==> src/rtl/rally_match_ctrl.sv <==
// Two-player rally controller: moves the ball along an N-LED track, classifies hits, misses and
// early presses, and keeps the match score. Define RALLY_WIN_BY_TWO_EN for win-by-two with deuce.
module rally_match_ctrl #(
    parameter int N_LEDS        = 16,
    parameter int STEP_DIV      = 25_000_000,
    parameter int SCORE_W       = 4,
    parameter int POINTS_TO_WIN = 3,
    parameter int MAX_PENALTY   = 2
) (
    input  logic               clock,
    input  logic               reset,
    input  logic               left_btn,
    input  logic               right_btn,
    output logic [N_LEDS-1:0]  light,
    output logic [SCORE_W-1:0] left_score,
    output logic [SCORE_W-1:0] right_score,
    output logic               server,
    output logic               in_game,
    output logic               point_pulse,
    output logic [1:0]         winner
);
    localparam int POS_W  = $clog2(N_LEDS);
    localparam int TICK_W = $clog2(STEP_DIV);
    localparam int PEN_W  = $clog2(MAX_PENALTY + 1);

    localparam logic [POS_W-1:0]   LEFT_END  = POS_W'(N_LEDS - 1);
    localparam logic [POS_W-1:0]   RIGHT_END = '0;
    localparam logic [TICK_W-1:0]  TICK_LAST = TICK_W'(STEP_DIV - 1);
    localparam logic [PEN_W-1:0]   PEN_LIMIT = PEN_W'(MAX_PENALTY);
    localparam logic [SCORE_W-1:0] SCORE_MAX = '1;
    localparam logic [SCORE_W-1:0] WIN_PTS   = SCORE_W'(POINTS_TO_WIN);
    localparam logic [N_LEDS-1:0]  LIGHT_ONE = {{(N_LEDS-1){1'b0}}, 1'b1};

    typedef enum logic [1:0] {SERVE, FLY_L, FLY_R, OVER} state_t;

    state_t             state, state_d;
    logic [POS_W-1:0]   pos, pos_d;
    logic [TICK_W-1:0]  tick_cnt, tick_cnt_d;
    logic [PEN_W-1:0]   left_pen, left_pen_d, right_pen, right_pen_d;
    logic               left_prev, right_prev;
    logic [SCORE_W-1:0] left_score_d, right_score_d;
    logic               server_d, in_game_d, point_pulse_d;
    logic [1:0]         winner_d;
    logic               left_rise, right_rise, tick;
    logic               award, award_left, win;
    logic [SCORE_W-1:0] won_score;

    assign left_rise  = left_btn & ~left_prev;
    assign right_rise = right_btn & ~right_prev;
    assign tick       = (tick_cnt == TICK_LAST);

    function automatic logic [SCORE_W-1:0] sat_inc(input logic [SCORE_W-1:0] s);
        return (s == SCORE_MAX) ? s : s + SCORE_W'(1);
    endfunction

    always_comb begin
        state_d       = state;
        pos_d         = pos;
        tick_cnt_d    = tick ? '0 : tick_cnt + TICK_W'(1);
        left_pen_d    = left_pen;
        right_pen_d   = right_pen;
        left_score_d  = left_score;
        right_score_d = right_score;
        server_d      = server;
        in_game_d     = in_game;
        point_pulse_d = 1'b0;
        winner_d      = winner;
        award         = 1'b0;
        award_left    = 1'b0;
        win           = 1'b0;
        won_score     = '0;

        case (state)
            SERVE, OVER: begin
                if (server ? left_rise : right_rise) begin
                    state_d    = server ? FLY_R : FLY_L;
                    in_game_d  = 1'b1;
                    tick_cnt_d = '0;
                    if (!in_game) begin
                        left_score_d  = '0;
                        right_score_d = '0;
                        winner_d      = 2'b00;
                    end
                end
            end
            FLY_L: begin
                // Left is receiving; a hit has priority over the tick that would be a miss.
                if (left_rise && pos == LEFT_END) begin
                    state_d    = FLY_R;
                    tick_cnt_d = '0;
                end else if (tick && pos == LEFT_END) begin
                    award = 1'b1;
                end else begin
                    if (tick) pos_d = pos + POS_W'(1);
                    if (left_rise) begin
                        left_pen_d = left_pen + PEN_W'(1);
                        if (left_pen_d == PEN_LIMIT) award = 1'b1;
                    end
                end
            end
            FLY_R: begin
                if (right_rise && pos == RIGHT_END) begin
                    state_d    = FLY_L;
                    tick_cnt_d = '0;
                end else if (tick && pos == RIGHT_END) begin
                    award      = 1'b1;
                    award_left = 1'b1;
                end else begin
                    if (tick) pos_d = pos - POS_W'(1);
                    if (right_rise) begin
                        right_pen_d = right_pen + PEN_W'(1);
                        if (right_pen_d == PEN_LIMIT) begin
                            award      = 1'b1;
                            award_left = 1'b1;
                        end
                    end
                end
            end
            default: state_d = SERVE;
        endcase

        if (award) begin
            if (award_left) left_score_d = sat_inc(left_score);
            else            right_score_d = sat_inc(right_score);
            point_pulse_d = 1'b1;
            left_pen_d    = '0;
            right_pen_d   = '0;
            won_score     = award_left ? left_score_d : right_score_d;
`ifdef RALLY_WIN_BY_TWO_EN
            win = (won_score >= WIN_PTS) &&
                  ({1'b0, won_score} >= {1'b0, (award_left ? right_score_d : left_score_d)} + (SCORE_W+1)'(2));
`else
            win = (won_score == WIN_PTS);
`endif
            if (win) begin
                // The loser serves the next match from their own end.
                winner_d  = award_left ? 2'b10 : 2'b01;
                in_game_d = 1'b0;
                server_d  = ~award_left;
                state_d   = OVER;
            end else begin
`ifdef RALLY_WIN_BY_TWO_EN
                if (left_score_d == right_score_d && left_score_d >= WIN_PTS) begin
                    left_score_d  = WIN_PTS - SCORE_W'(1);
                    right_score_d = WIN_PTS - SCORE_W'(1);
                end
`endif
                server_d = ~server;
                state_d  = SERVE;
            end
            pos_d = server_d ? LEFT_END : RIGHT_END;
        end
    end

    always_ff @(posedge clock or posedge reset) begin
        if (reset) begin
            state       <= SERVE;
            pos         <= RIGHT_END;
            tick_cnt    <= '0;
            left_pen    <= '0;
            right_pen   <= '0;
            left_prev   <= 1'b0;
            right_prev  <= 1'b0;
            light       <= LIGHT_ONE;
            left_score  <= '0;
            right_score <= '0;
            server      <= 1'b0;
            in_game     <= 1'b0;
            point_pulse <= 1'b0;
            winner      <= 2'b00;
        end else begin
            state       <= state_d;
            pos         <= pos_d;
            tick_cnt    <= tick_cnt_d;
            left_pen    <= left_pen_d;
            right_pen   <= right_pen_d;
            left_prev   <= left_btn;
            right_prev  <= right_btn;
            light       <= LIGHT_ONE << pos_d;
            left_score  <= left_score_d;
            right_score <= right_score_d;
            server      <= server_d;
            in_game     <= in_game_d;
            point_pulse <= point_pulse_d;
            winner      <= winner_d;
        end
    end
endmodule

==> config.mk <==
export PLATFORM = sky130hd
export DESIGN_NAME = rally_match_ctrl
export DESIGN_NICKNAME = d
export VERILOG_FILES = /design/src/rtl/rally_match_ctrl.sv
export SDC_FILE = /design/constraint.sdc
export NUM_CORES = 1
export LEC_CHECK = 0
export CAP_MARGIN = 20
export CORE_MARGIN = 2
export CORE_UTILIZATION = 45
export DETAILED_ROUTE_END_ITERATION = 7
export GPL_TIMING_DRIVEN = 0
export PLACE_DENSITY = 0.65
export SYNTH_ARGS = -nofsm -noshare
export SYNTH_HDL_FRONTEND = slang
export SYNTH_SLANG_ARGS = --single-unit
==> constraint.sdc <==
create_clock -name clock -period 3.55 [get_ports clock]
set_clock_uncertainty 0.2 [all_clocks]
set_input_delay 0.71 -clock clock [delete_from_list [all_inputs] [get_ports clock]]
set_output_delay 0.71 -clock clock [all_outputs]
set_load 0.05 [all_outputs]
==> summary.txt <==
Vias in the first global route: 2731
Worst Setup Path Type: register to register
Crit path DAT: 3.09 ns
CP Capture Type: register
Worst-case clock buffer depth: 2
Highest-count cells in the layout ignoring fill and taps: dfrtp_1, nor2_1, clkdlybuf4s50_1, nand2_1, nand3_1
Required @ worst endpoint: 3.55 ns
Cell count after synthesis: 350
CP cell instances: inv_1, ha_1, nor3b_4, nand3_1, a2111oi_0, o21a_1, nand3b_1, nand2b_4, o21ai_0
HP Class: register to register
Initial Util: 0.471
Drt via density: 5.44
Die X: 91.6 um
Rows: 31
Synth-to-Final Area Change: 20.6%
DIE HEIGHT: 91.6 um
1st-pass router iterations: 5
Initial antenna violation count: 0
Gr usage total: 0.188
Max Cap Viol: 0
Core area: 0.00733 sq mm
GPL Wtd Cong: 0.830
Mapped Avg Cell Area: 9.87 sq um
I/O pins: 33
Worst path top cell family by delay: simple AND/OR/NAND/NOR gates
Fin. Hold Viols: 0
WP depth: 9
Post-CTS sizing: 0
Most used flip-flop cell after synthesis: dfrtp_1
Leakage power: 1.84 nW
Worst Reg2Reg Path Length in Cells: 9
Flops & latches, synth: 66
Buffers & Inverters on Critical Path: 1
Cell Area, Synth: 0.00345 sq mm
Clk Latency, worst-skew pair: 0.34 ns
Die area: 0.00839 sq mm
Largest net degree at the start of global routing: 39
Max incr delay on CP: 0.54 ns
Wire length per cell: 14.7 um
Final setup fails: 0
Num CTS Buffers: 9
Via count: 2707
Slowest-stage cell, CP: a2111oi_0
First-pass GRT wire length: 12700 um
Gr ovfl total: 0
Final nets: 408
Post-layout min period: 3.09 ns
Asr flop ratio synth: 1.00
H-tree Lvls: 3
Tcrit/Tclk final: 0.871
Syn_nets: 364
Drc violations: 0
Layout cell share with drive strength beyond 1: 0.103
Detail Placement HPWL: 5090 um
Crit start category: register
CTS Root Cell: clkbuf_8
Hold depth: 1
EDFF count, synth: 0
Tot Pwr: 2.53 mW
Synth cell types: 57
Commonest non-fill, non-tap cell in the layout: dfrtp_1
CTS tree: done
Cell Pwr Density: 607 mW/mm^2
Peak Freq: 324 MHz
Register area share after synthesis: 0.478
Routed WL: 7340 um
Final ANT Viol Nets: 0
Slew headroom: 0.576
CTS sink cnt: 66
Diode count: 0
Synth warn: 0
Post-CTS setup buffer count: 0
Starting DRT DRC Count: 121
Clock-pin slew on the worst setup and hold paths: 0.08 ns
CP Max Fanout: 8
Fin. max-slew vios: 0
PortBufs: 32
RSZ-0062 raised after global routing: no
Worst-Margin Slew: 0.630 ns
Worst hold slack: 0.292 ns
Max rail drop VDD: 0.000287 V
Hold_buf cts: 0
Status: finished, final reports clean
-- cell usage after synthesis (5+ instances only) --
cell,count,share of area
xnor2_1,13,0.033
nand3_1,21,0.030
nor2_1,51,0.055
o21ai_0,10,0.014
mux2i_1,8,0.023
xor2_1,13,0.033
ha_1,10,0.036
dfrtp_1,65,0.47
nand4_1,8,0.014
clkbuf_1,5,0.0054
and3_1,9,0.016
nor3_1,9,0.013
nand2_1,25,0.027
inv_1,16,0.017
-- final timing paths --
kind                                             from               endpoint  slack [ns]
worst min register to register  tick_cnt[0]$_DFF_PP0_  tick_cnt[0]$_DFF_PP0_        0.29
min in group asynchronous                       reset  tick_cnt[3]$_DFF_PP0_        0.57
max in group asynchronous                       reset     light[0]$_DFF_PP1_        1.91
worst min-delay path            tick_cnt[0]$_DFF_PP0_  tick_cnt[0]$_DFF_PP0_        0.29
worst max-delay path                 pos[1]$_DFF_PP0_    light[15]$_DFF_PP0_        0.46
worst max register to register       pos[1]$_DFF_PP0_    light[15]$_DFF_PP0_        0.46
-- sequential cells by signal (all words and copies together), names as in the netlist --
name         flops
in_game          1
left_pen         2
left_prev        1
left_score       4
light           16
point_pulse      1
pos              4
right_pen        2
right_prev       1
right_score      4
server           1
state            2
tick_cnt        25
winner           2
-- routing by layer --
metal  share of wire  wire length, um  vias to the layer above  global-route usage
met5               0                0                        -                   0
met4          0.0068               50                        0              0.0328
met3           0.053              387                        6              0.0690
met2            0.47             3430                       53               0.300
met1            0.47             3470                     1321               0.250
li1                -                -                     1327                   -
-- cell type report --
| cell class | count | area [sq um] |
|---|---|---|
| timing repair buffer | 33 | 340 |
| multi-input combinational | 257 | 1690 |
| inverter | 17 | 63.8 |
| clock inverter | 7 | 125 |
| buffer | 10 | 48.8 |
| sequential | 66 | 1650 |
| fill | 636 | 3160 |
| tap | 99 | 124 |
| clock buffer | 9 | 124 |
-- cell families (layout without fill, tap and decap cells) --
family / Yosys count / after routing / synth area share
buf+inv: 27 / 76 / 0.0326
xor+xnor: 26 / 26 / 0.0659
flops: 66 / 66 / 0.478
simple gates: 165 / 165 / 0.257
compound gates: 45 / 45 / 0.0971
mux: 11 / 11 / 0.0330
fa+ha+maj: 10 / 10 / 0.0362
-- metrics by stage --
stage	instances	TNS (ns)	utilization	instance area, sq um	setup slack (ns)
after floorplan	350	0	-	3450	0.908
after global placement	481	-10.65	0.532	3900	-0.166
after detailed placement	482	0	0.535	3920	0.171
after CTS	498	0	0.569	4170	0.458
after global routing	498	0	0.569	4170	0.146
final	498	0	0.569	4170	0.459
-- where the power goes --
part           internal, mW  leakage (nW)  switching, mW
sequential            0.837         0.886         0.0605
combinational         0.273         0.831          0.572
clock                 0.474         0.124          0.314
(Power assumes the default switching activity.)
